--- config.mk ---
export PLATFORM = sky130hd
export DESIGN_NAME = csv_resolve_seq_flat
export DESIGN_NICKNAME = d
export VERILOG_FILES = /design/src/rtl/csv_resolve_seq_if.sv /design/src/rtl/csv_resolve_seq.sv /design/src/flat_wrapper.sv
export SDC_FILE = /design/constraint.sdc
export NUM_CORES = 1
export LEC_CHECK = 0
export ABC_AREA = 1
export CAP_MARGIN = 20
export CORE_MARGIN = 2
export CORE_UTILIZATION = 53
export CTS_CLUSTER_DIAMETER = 50
export DETAILED_ROUTE_END_ITERATION = 10
export PLACE_DENSITY = 0.83
export SETUP_SLACK_MARGIN = 0.1
export SLEW_MARGIN = 20
export SYNTH_ARGS = -nofsm -noshare
export SYNTH_HDL_FRONTEND = slang
export SYNTH_SLANG_ARGS = --single-unit
export TNS_END_PERCENT = 30
--- constraint.sdc ---
create_clock -name clk_i -period 6.24 [get_ports clk_i]
set_clock_uncertainty 0.1 [all_clocks]
set_input_delay 1.248 -clock clk_i [delete_from_list [all_inputs] [get_ports clk_i]]
set_output_delay 1.248 -clock clk_i [all_outputs]
set_load 0.01 [all_outputs]
--- src/rtl/csv_resolve_seq_if.sv ---
// Handshake bundle for the carry-save resolver: operand pair in, binary result out.
// The CI_i carry-in member exists only when CSV_RESOLVE_CIN_EN is defined.
interface csv_resolve_seq_if #(
  parameter int width = 8
);
  logic             in_valid_i;
  logic             in_ready_o;
  logic [width-1:0] S_i;
  logic [width-1:0] C_i;
`ifdef CSV_RESOLVE_CIN_EN
  logic             CI_i;
`endif
  logic             out_valid_o;
  logic             out_ready_i;
  logic [width-1:0] Z_o;
  logic             CO_o;

  modport master (
`ifdef CSV_RESOLVE_CIN_EN
    output CI_i,
`endif
    output in_valid_i, S_i, C_i, out_ready_i,
    input  in_ready_o, out_valid_o, Z_o, CO_o
  );

  modport slave (
`ifdef CSV_RESOLVE_CIN_EN
    input  CI_i,
`endif
    input  in_valid_i, S_i, C_i, out_ready_i,
    output in_ready_o, out_valid_o, Z_o, CO_o
  );
endinterface

--- src/rtl/csv_resolve_seq.sv ---
// Sequential carry-save to binary resolver. Adds a captured (S, C) pair one
// chunk-bit segment per cycle with a registered carry between segments, then
// holds Z/CO until the consumer takes them.
// Optional feature macro: CSV_RESOLVE_CIN_EN adds a carry-in (bus.CI_i) that
// seeds the segment carry instead of zero.
module csv_resolve_seq #(
  parameter int width = 8,
  parameter int chunk = 4
) (
  input logic            clk_i,
  input logic            rst_ni,
  csv_resolve_seq_if.slave bus
);
  localparam int nchunk = (width + chunk - 1) / chunk;
  // Bits actually present in the last segment; the carry out of bit width-1
  // sits at this position of the last segment sum.
  localparam int lastw  = width - (nchunk - 1) * chunk;
  localparam int cw     = (nchunk > 1) ? $clog2(nchunk) : 1;
  localparam logic [cw-1:0] last_idx = cw'(nchunk - 1);

  if (width < 1 || chunk < 1 || chunk > width) begin : g_bad_param
    $error("csv_resolve_seq: need width >= 1 and 1 <= chunk <= width");
  end

  typedef enum logic [1:0] {IDLE, ADD, DONE} state_t;

  state_t           state_q, state_d;
  logic [width-1:0] s_q, c_q, z_q, z_d;
  logic             carry_q, co_q, cin;
  logic [cw-1:0]    cnt_q;
  logic             accept, last;
  logic [chunk-1:0] s_seg, c_seg;
  logic [chunk:0]   seg_sum;
  logic             seg_co;

  assign accept = bus.in_valid_i && (state_q == IDLE);
  assign last   = (cnt_q == last_idx);

`ifdef CSV_RESOLVE_CIN_EN
  assign cin = bus.CI_i;
`else
  assign cin = 1'b0;
`endif

  // State register.
  always_ff @(posedge clk_i or negedge rst_ni) begin
    if (!rst_ni) state_q <= IDLE;
    else         state_q <= state_d;
  end

  // Next-state decode.
  always_comb begin
    state_d = state_q;
    unique case (state_q)
      IDLE:    if (accept)          state_d = ADD;
      ADD:     if (last)            state_d = DONE;
      DONE:    if (bus.out_ready_i) state_d = IDLE;
      default:                      state_d = IDLE;
    endcase
  end

  // Handshake outputs come from registered state only.
  always_comb begin
    bus.in_ready_o  = (state_q == IDLE);
    bus.out_valid_o = (state_q == DONE);
  end

  // Segment select, segment add and merge of the segment into the result word.
  // Bits beyond width are never selected, so they read as zero.
  always_comb begin
    s_seg = '0;
    c_seg = '0;
    for (int i = 0; i < width; i++) begin
      if (cnt_q == cw'(i / chunk)) begin
        s_seg[i % chunk] = s_q[i];
        c_seg[i % chunk] = c_q[i];
      end
    end
    seg_sum = {1'b0, s_seg} + {1'b0, c_seg} + (chunk+1)'(carry_q);
    seg_co  = last ? seg_sum[lastw] : seg_sum[chunk];
    z_d = z_q;
    for (int i = 0; i < width; i++) begin
      if (cnt_q == cw'(i / chunk)) z_d[i] = seg_sum[i % chunk];
    end
  end

  // Operand capture and segment-serial accumulation.
  always_ff @(posedge clk_i or negedge rst_ni) begin
    if (!rst_ni) begin
      s_q     <= '0;
      c_q     <= '0;
      z_q     <= '0;
      co_q    <= 1'b0;
      carry_q <= 1'b0;
      cnt_q   <= '0;
    end else begin
      unique case (state_q)
        IDLE: begin
          if (accept) begin
            s_q     <= bus.S_i;
            c_q     <= bus.C_i;
            carry_q <= cin;
            cnt_q   <= '0;
          end
        end
        ADD: begin
          z_q     <= z_d;
          carry_q <= seg_co;
          cnt_q   <= cnt_q + cw'(1);
          if (last) co_q <= seg_co;
        end
        default: ;
      endcase
    end
  end

  assign bus.Z_o  = z_q;
  assign bus.CO_o = co_q;
endmodule
--- src/flat_wrapper.sv ---
// flat-port wrapper written by rule: the top's interface ports become plain ports
module csv_resolve_seq_flat 
#(
  parameter int width = 8,
  parameter int chunk = 4
)
  (clk_i, rst_ni, bus_in_valid_i, bus_S_i, bus_C_i, bus_out_ready_i, bus_in_ready_o, bus_out_valid_o, bus_Z_o, bus_CO_o);
  csv_resolve_seq_if #(.width(width)) bus_i ();
  input logic clk_i;
  input logic rst_ni;
  input wire logic [$bits(bus_i.in_valid_i)-1:0] bus_in_valid_i;
  input wire logic [$bits(bus_i.S_i)-1:0] bus_S_i;
  input wire logic [$bits(bus_i.C_i)-1:0] bus_C_i;
  input wire logic [$bits(bus_i.out_ready_i)-1:0] bus_out_ready_i;
  output wire logic [$bits(bus_i.in_ready_o)-1:0] bus_in_ready_o;
  output wire logic [$bits(bus_i.out_valid_o)-1:0] bus_out_valid_o;
  output wire logic [$bits(bus_i.Z_o)-1:0] bus_Z_o;
  output wire logic [$bits(bus_i.CO_o)-1:0] bus_CO_o;
  assign bus_i.in_valid_i = bus_in_valid_i;
  assign bus_i.S_i = bus_S_i;
  assign bus_i.C_i = bus_C_i;
  assign bus_i.out_ready_i = bus_out_ready_i;
  assign bus_in_ready_o = bus_i.in_ready_o;
  assign bus_out_valid_o = bus_i.out_valid_o;
  assign bus_Z_o = bus_i.Z_o;
  assign bus_CO_o = bus_i.CO_o;
  csv_resolve_seq #(.width(width), .chunk(chunk)) u_core (.clk_i(clk_i), .rst_ni(rst_ni), .bus(bus_i));
endmodule
==> results of run 1 <==
state kept, by name (all words and copies together) (netlist names):
name / flops
u_core.bus.Z_o: 8
u_core.c_q: 8
u_core.s_q: 8
u_core.state_q: 2
u_core.bus.CO_o: 1
u_core.carry_q: 1
u_core.cnt_q: 1
worst max-delay path, cell delays in order (launching register included):
cell and delay (ns):
dfrtp_1 0.47, nor2_4 0.39, clkdlybuf4s50_1 0.62
metrics by stage:
stage	total power [mW]	hold slack [ns]	cell area (um2)	utilization, %
after floorplan	0.681	0.341	1410	-
after global placement	0.812	0.354	1720	68.8
after detailed placement	0.836	0.359	1720	68.8
after CTS	0.954	0.380	1780	71.0
after global routing	1.04	0.402	1780	71.0
final	0.943	0.375	1780	71.0
synthesized netlist by cell type, types with 2 or more instances:
cell type,n,area (um2)
mux2i_1,2,20.0
inv_1,9,33.8
nand2_4,2,22.5
o21ai_0,4,20.0
ha_1,3,37.5
a21oi_1,2,10.0
nand3_1,23,115
nor2_1,2,7.51
fa_1,2,40.0
inv_2,2,7.51
nor2_4,3,33.8
buf_2,3,15.0
dfrtp_1,29,726
nand2_1,74,278
power breakdown:
| group | leakage (nW) | internal [mW] | total (mW) | switching [mW] |
|---|---|---|---|---|
| combinational | 0.527 | 0.206 | 0.489 | 0.283 |
| clock | 0.0314 | 0.0531 | 0.113 | 0.0602 |
| sequential | 0.362 | 0.278 | 0.341 | 0.0630 |
worst max-delay path by stage:
stage                                end  slack [ns]
after floorplan           bus_in_ready_o        4.05
after global placement    bus_in_ready_o        3.47
after detailed placement  bus_in_ready_o        3.44
after CTS                 bus_in_ready_o        3.06
after global routing      bus_in_ready_o        3.00
final                     bus_in_ready_o        3.09
logic make-up (layout without fill, tap and decap cells):
group | count (synthesis) | after routing
fa+ha+maj | 5 | 5
xor+xnor | 1 | 1
compound gates | 8 | 8
flops | 29 | 29
buf+inv | 16 | 49
mux | 2 | 2
simple gates | 104 | 104
layout make-up:
cell class              instances  area share [%]
well taps                      30            2.11
flip-flops and latches         29            40.9
inverters                      11            2.33
repair buffers                 31            17.3
multi-input cells             120            34.2
clock buffers                   7            3.10
per-layer routing:
metal	GRT usage (%)	wire length [um]
met5	0	0
met4	8.36	55
met2	35.2	1330
met3	8.43	189
met1	24.7	1150
==> run metrics, run 1 <==
Tmin final=3.15 ns; fmax=0.317 GHz; FF-to-FF End=u_core.bus.CO_o$_DFFE_PN0P_; PwrDens=531 nW/um2; commonest non-fill, non-tap cell in the layout=nand2_1; max-slew headroom at the worst pin=57.8%; Fin Setup TNS=0 ns; Post-CTS Hold Fix Bufs=0; multi-input logic area=608 um2; DR vias/cell=5.23; die width=55.6 um; CTS sink cnt=29; R2R depth=8; DRC viols=0; Synth Warn #=0; Final Non-Filler Cells=228; average cell area after synthesis=8.54 um2; Fin. Hold Viols=0; CORE AREA=2500 um2; Starting Density=56.4%; final worst-path cycle share=50.5%; startpoint types=flop; RR Startpoint=u_core.cnt_q$_DFFE_PN0P_; Worst Path Required=4.89 ns; Clock Latency Late Sink=0.32 ns; gr ovfl total=0; Top-Level Pins=31; adder-cell share of the synthesized area=5.51%; max_cap viols=0; WP data arrival=1.81 ns; DRT Pass-1 Iters=4; Slew Viols, Final=0; CTS tree=done; setup violators final=0; Die Area=3090 um2; Synth Flop Type=dfrtp_1; ANT cells=0; Worst-Margin Slew=0.631 ns; commonest cells after routing, fill and taps aside=nand2_1 (74), clkdlybuf4s50_1 (30), dfrtp_1 (29); antenna-violating nets left=0; Clock Pin Slew Worst Setup and Hold Paths=0.08 ns; CP endpoint kind=output pin; layout cell share with drive strength beyond 1=7.07%; Mapped Nets=190; H-tree lvl count=2; EDFF count, synth=0; Post-Synth XOR/XNOR Area=0.622%; vias in the first global route=1194; first-pass GRT wire length=5090 um; routed vias=1192; initial DRC count=32; Root Buffer=clkbuf_4; cell count after placement=221; Synth Register Bits=29; Hold WC Path Type=reg -> reg; worst reg-to-reg setup slack=3.94 ns; storage element area=726 um2; setup ws final=3.09 ns; FFs w/ async S/R, synth=100%; PortBufs=30; Max Buffers Root-to-Sink=2; Setup WS pre-CTS=3.44 ns; Setup CP Type=reg -> out; main combinational cell family by area after synthesis=simple AND/OR/NAND/NOR gates; sequential fraction of the synthesis area=51.5%; setup repair bufs after CTS=0; GP Congestion=0.877; drt total wl=2720 um; hold path startpoint=u_core.c_q[3]$_DFFE_PN0P_; LEAKAGE=0.920 nW; Min-Delay Endpoint=u_core.c_q[3]$_DFFE_PN0P_; Worst Setup SP=u_core.state_q[0]$_DFFE_PN0P_; hpwl dp=1990 um; antenna violations before repair=0; Total Routing Usage GR=21.3%; height of the die=55.6 um; Area Growth Syn to Fin=26.0%; critical path fanouts, max=18; simple-gate share of the synthesized area=32.4%; Mapped Area=1410 um2; RSZ-0062 raised after global routing=no; multiplexer share of the synthesized area=1.42%; pin count of the biggest net entering global routing=30; status=complete, no violations; Compound-Gate Fraction of Synth Area=3.20%; Max rail drop VDD=0.000318 V; Post-Syn Instances=165; Final #Nets=223; Wirelength per Cell=11.9 um; FILL cells=203; post_cts resized=0; FP Rows=18; Yosys cell types=19; hold depth=2; TritonCTS Buffers=5
No activity file was read; power rests on OpenSTA's default activity.
==> run 2: changes to the inputs <==
--- a/config.mk
+++ b/config.mk
@@ -8,10 +8,10 @@
 export ABC_AREA = 1
 export CAP_MARGIN = 20
 export CORE_MARGIN = 2
-export CORE_UTILIZATION = 53
+export CORE_UTILIZATION = 49
 export CTS_CLUSTER_DIAMETER = 50
 export DETAILED_ROUTE_END_ITERATION = 10
-export PLACE_DENSITY = 0.83
+export PLACE_DENSITY = 0.78
 export SETUP_SLACK_MARGIN = 0.1
 export SLEW_MARGIN = 20
 export SYNTH_ARGS = -nofsm -noshare
==> constraint.sdc (replaced) <==
create_clock -name clk_i -period 3.2 [get_ports clk_i]
set_clock_uncertainty 0.1 [all_clocks]
set_input_delay 0.64 -clock clk_i [delete_from_list [all_inputs] [get_ports clk_i]]
set_output_delay 0.64 -clock clk_i [all_outputs]
set_load 0.01 [all_outputs]
==> run metrics, run 2 (synthesis gave the netlist of run 1 again) <==
status=complete, no violations; H-tree lvl count=2 (unchanged); post_cts resized=0 (unchanged); Tmin final=2.43 ns; Worst Setup SP=u_core.state_q[0]$_DFFE_PN0P_; Worst path top cell family by delay=buffers and inverters; Final Non-Filler Cells=231 (+1.3%); Top-Level Pins=31 (unchanged); first-pass GRT wire length=4820 um (-5.4%); DRC viols=0 (unchanged); CP Cell Sequence=nor2_4, buf_4, clkdlybuf4s50_1; Clock Latency Late Sink=0.33 ns (about the same); startpoint types=flop; CORE AREA=2730 um2 (+9.4%); commonest non-fill, non-tap cell in the layout=nand2_1; Wirelength per Cell=12.1 um (+0.91%); vias in the first global route=1153 (-3.4%); gr ovfl total=0 (unchanged); ANT cells=0 (unchanged); fmax=0.411 GHz; Worst-Margin Slew=0.595 ns (-0.0364 ns); setup ws final=0.767 ns (-2.32 ns); Total Routing Usage GR=19.4% (-1.9 points); final non-filler cell area=1810 um2 (+2.2%); max_cap viols=0 (unchanged); CTS sink cnt=29 (unchanged); hold path startpoint=u_core.c_q[3]$_DFFE_PN0P_; layout cell share with drive strength beyond 1=8.00% (+0.93 points); CP endpoint kind=output pin; RR Startpoint=u_core.cnt_q$_DFFE_PN0P_; RSZ-0062 raised after global routing=no; DR vias/cell=5.08 (-2.9%); Post-CTS Hold Fix Bufs=0 (unchanged); critical path fanouts, max=18 (unchanged); CP bufs+invs=2 (+1); Critical-path top delay cell=clkdlybuf4s50_1; CTS tree=done; WP data arrival=1.69 ns (-0.12 ns); Fin. Hold Viols=0 (unchanged); Die Area=3320 um2 (+7.6%); hpwl dp=2100 um (+5.4%); height of the die=57.6 um (+3.7%); FP Rows=19 (+1); pin count of the biggest net entering global routing=30 (unchanged); Hold WC Path Type=reg -> reg; hold slack=0.380 ns (+0.00541 ns); initial DRC count=30 (-6.3%); commonest cells after routing, fill and taps aside=nand2_1 (74), clkdlybuf4s50_1 (30), dfrtp_1 (29); cell count after placement=223 (+0.90%); routed vias=1173 (-1.6%); Crit path largest cell delay=0.57 ns (-0.05 ns); Max Buffers Root-to-Sink=2 (unchanged); Max rail drop VDD=0.000751 V (+140%); TritonCTS Buffers=5 (unchanged); antenna violations before repair=0 (unchanged); Starting Density=51.5% (-4.8 points); Root Buffer=clkbuf_4; PwrDens=1080 nW/um2 (+100%); GP Congestion=0.913 (+4.1%); Setup WS pre-CTS=1.03 ns (-2.41 ns); PortBufs=30 (unchanged); LEAKAGE=0.939 nW (+2.1%); Slew Viols, Final=0 (unchanged); die width=57.6 um (+3.7%); setup repair bufs after CTS=0 (unchanged); Area Growth Syn to Fin=28.8%; Fin Setup TNS=0 ns (unchanged); max-slew headroom at the worst pin=60.2% (+2.4 points); Worst Path Required=2.46 ns (-2.43 ns); antenna-violating nets left=0 (unchanged); Final #Nets=224 (+0.45%); Area after DPL=1730 um2 (+0.51%); Setup CP Type=reg -> out; drt total wl=2780 um (+2.2%); final worst-path cycle share=76.0%; setup violators final=0 (unchanged); Util after Layout=66.4% (-4.7 points); Clock Pin Slew Worst Setup and Hold Paths=0.08 ns (about the same); Power Total=1.97 mW (+110%); DRT Pass-1 Iters=4 (unchanged)
run 2: cell count changes in the layout (fill, tap and decap cells not counted):
cell	delta
bufinv_16	+1
buf_4	+1
run 2: routing by layer:
| layer | vias up | wire [um] | global-route usage [%] |
|---|---|---|---|
| li1 | 592 | - | - |
| met1 | 526 | 1160 | 22.2 |
| met2 | 47 | 1370 | 33.0 |
| met3 | 8 | 194 | 6.92 |
| met4 | 0 | 63 | 7.97 |
| met5 | - | 0 | 0 |
run 2: final cells by class:
type                    count  area [um2]
clock buffers               7        55.1
clock inverters             1        30.0
inverters                  11        41.3
well taps                  31        38.8
multi-input cells         120         608
fillers                   251         920
flip-flops and latches     29         726
repair buffers             32         315
run 2: power by group:
part	total [mW]	switching, mW	internal, mW	leakage [nW]
Clock	0.314	0.128	0.187	0.0455
Sequential	0.666	0.125	0.542	0.362
Combinational	0.987	0.569	0.418	0.531
Total	1.97	0.822	1.15	0.939
run 2: final timing paths:
| check | to | slack, ns | cells past startpoint |
|---|---|---|---|
| min in group asynchronous | u_core.bus.Z_o[0]$_DFFE_PN0P_ | 0.58 | 2 |
| hold reg to reg | u_core.c_q[3]$_DFFE_PN0P_ | 0.38 | 2 |
| setup reg to reg | u_core.carry_q$_DFFE_PN0P_ | 1.00 | 8 |
| max in group asynchronous | u_core.c_q[3]$_DFFE_PN0P_ | 2.14 | 2 |
| hold / removal | u_core.c_q[3]$_DFFE_PN0P_ | 0.38 | 2 |
| setup / recovery | bus_in_ready_o | 0.77 | 3 |
run 2: worst min-delay path, stage by stage (launching register included):
cell and delay [ns]:
dfrtp_1 0.35, nand2_1 0.05, nand2_1 0.04
==> run 3: changes to the inputs <==
--- a/config.mk
+++ b/config.mk
@@ -8,10 +8,10 @@
 export ABC_AREA = 1
 export CAP_MARGIN = 20
 export CORE_MARGIN = 2
-export CORE_UTILIZATION = 49
+export CORE_UTILIZATION = 44
 export CTS_CLUSTER_DIAMETER = 50
 export DETAILED_ROUTE_END_ITERATION = 10
-export PLACE_DENSITY = 0.78
+export PLACE_DENSITY = 0.74
 export SETUP_SLACK_MARGIN = 0.1
 export SLEW_MARGIN = 20
 export SYNTH_ARGS = -nofsm -noshare
==> constraint.sdc (replaced) <==
create_clock -name clk_i -period 2.1 [get_ports clk_i]
set_clock_uncertainty 0.1 [all_clocks]
set_input_delay 0.42 -clock clk_i [delete_from_list [all_inputs] [get_ports clk_i]]
set_output_delay 0.42 -clock clk_i [all_outputs]
set_load 0.01 [all_outputs]
==> run metrics, run 3 (synthesis gave the netlist of run 1 again) <==
PortBufs=30 (unchanged); Hold WC Path Type=in -> async; Wirelength per Cell=12.0 um (about the same); CP Cell Sequence=mux2i_2, fa_1, inv_1, fa_2, inv_1, o21ai_0; drt total wl=2980 um (+6.9%); Fin. Hold Viols=0 (unchanged); DRT Pass-1 Iters=4 (unchanged); Util after Layout=60.2% (-6.2 points); CP dominant cell by count=inv_1; Clock Latency Late Sink=0.34 ns (about the same); setup violators final=0 (unchanged); hpwl dp=2200 um (+4.9%); CTS tree=done; TritonCTS Buffers=5 (unchanged); LEAKAGE=0.955 nW (+1.6%); Max Buffers Root-to-Sink=2 (unchanged); startpoint types=flop; commonest cells after routing, fill and taps aside=nand2_1 (74), clkdlybuf4s50_1 (28), dfrtp_1 (27); Worst path top cell family by delay=adder cells; DR vias/cell=4.85 (-4.5%); Root Buffer=clkbuf_4; Fin Setup TNS=0 ns (unchanged); Die Area=3670 um2 (+11%); final worst-path cycle share=92.8%; routed vias=1198 (+2.1%); Final #Nets=227 (+1.3%); Starting Density=46.1% (-5.4 points); Max rail drop VDD=0.000750 V (-0.14%); CP bufs+invs=2 (unchanged); Critical-path top delay cell=dfrtp_2; CP endpoint kind=flop; PwrDens=1580 nW/um2 (+46%); first-pass GRT wire length=5110 um (+6.0%); ANT cells=0 (unchanged); critical path fanouts, max=4 (-14); H-tree lvl count=2 (unchanged); antenna-violating nets left=0 (unchanged); Total Routing Usage GR=19.3% (-0.068 points); antenna violations before repair=0 (unchanged); Worst Path Required=2.22 ns (-0.24 ns); CORE AREA=3050 um2 (+12%); worst reg-to-reg setup slack=0.15 ns (-0.85 ns); Slew Viols, Final=0 (unchanged); FF-to-FF End=u_core.bus.Z_o[1]$_DFFE_PN0P_; commonest non-fill, non-tap cell in the layout=nand2_1; Area Growth Syn to Fin=30.4%; R2R depth=6 (-2); vias in the first global route=1164 (+0.95%); Crit path largest cell delay=0.45 ns (-0.12 ns); FILL cells=295 (+18%); RR Startpoint=u_core.cnt_q$_DFFE_PN0P_; fmax=0.513 GHz; FP Rows=20 (+1); max-slew headroom at the worst pin=75.6% (+15 points); pin count of the biggest net entering global routing=30 (unchanged); status=complete, no violations; RSZ-0062 raised after global routing=yes; Top-Level Pins=31 (unchanged); height of the die=60.6 um (+5.1%); Tmin final=1.95 ns; die width=60.6 um (+5.1%); multi-input logic area=622 um2 (+2.3%); layout cell share with drive strength beyond 1=12.3% (+4.3 points); CTS sink cnt=29 (unchanged); Clock Pin Slew Worst Setup and Hold Paths=0.10 ns (+0.02 ns); initial DRC count=40 (+33%); max_cap viols=0 (unchanged); Setup CP Type=reg -> reg; storage element area=728 um2 (+0.34%); GP Congestion=0.830 (-9.1%); DRC viols=0 (unchanged); WP data arrival=2.07 ns (+0.38 ns); Worst-Margin Slew=0.365 ns (-0.230 ns); gr ovfl total=0 (unchanged)
run 3: changes by cell type in the layout (fill, tap and decap cells not counted), moves of 2 or more:
cell,before,now
buf_4,2,5
clkdlybuf4s50_1,30,28
clkinv_2,0,2
dfrtp_1,29,27
dfrtp_2,0,2
mux2i_1,2,0
mux2i_2,0,2
run 3: worst max path at each step:
stage	slack, ns	start	cells after the start	end
after global placement	0.20	u_core.cnt_q$_DFFE_PN0P_	8	u_core.bus.CO_o$_DFFE_PN0P_
after floorplan	0.11	u_core.cnt_q$_DFFE_PN0P_	9	u_core.bus.CO_o$_DFFE_PN0P_
after detailed placement	0.11	u_core.cnt_q$_DFFE_PN0P_	8	u_core.carry_q$_DFFE_PN0P_
final	0.15	u_core.cnt_q$_DFFE_PN0P_	6	u_core.bus.Z_o[1]$_DFFE_PN0P_
after global routing	0.08	u_core.cnt_q$_DFFE_PN0P_	6	u_core.bus.Z_o[1]$_DFFE_PN0P_
after CTS	0.06	u_core.state_q[1]$_DFFE_PN0P_	3	bus_out_valid_o
run 3: layout make-up:
type                       instances  share of cell area [%]
clock buffer                       6                    2.25
clock inverter                     2                   0.545
inverter                          11                    2.25
multi-input combinational        120                    33.9
sequential                        29                    39.6
tap                               44                    3.00
timing repair buffer              35                    18.5
run 3: repair_timing:
item,CTS,global route
hold buffers,0,0
setup buffers,0,1
endpoints found under the hold margin,0,0
resized for setup,2,6
gates cloned,0,0
setup endpoints to repair,2,7
run 3: metrics by stage:
stage	setup slack [ns]	hold WS, ns	instances	cell area (um2)	total power [mW]
2_1_floorplan	0.113	0.0244	165	1410	2.02
3_3_place_gp	0.197	0.355	238	1760	2.47
3_5_place_dp	0.109	0.358	238	1760	2.53
4_1_cts	0.0638	0.361	246	1810	2.86
5_1_grt	0.0765	0.381	247	1840	3.20
6_report	0.151	0.352	247	1840	2.90
run 3: routing by layer:
| metal | up-vias | part of all wire (%) | wire, um | track usage [%] |
|---|---|---|---|---|
| met5 | - | 0 | 0 | 0 |
| li1 | 593 | - | - | - |
| met2 | 47 | 48 | 1440 | 31.3 |
| met3 | 6 | 8.6 | 257 | 7.46 |
| met1 | 552 | 42 | 1240 | 23.7 |
| met4 | 0 | 1.3 | 40 | 6.52 |
run 3: power breakdown:
group	switching (mW)	leakage, nW	internal (mW)
clock	0.201	0.0320	0.127
combinational	0.901	0.562	0.667
sequential	0.174	0.360	0.830
total	1.28	0.955	1.62
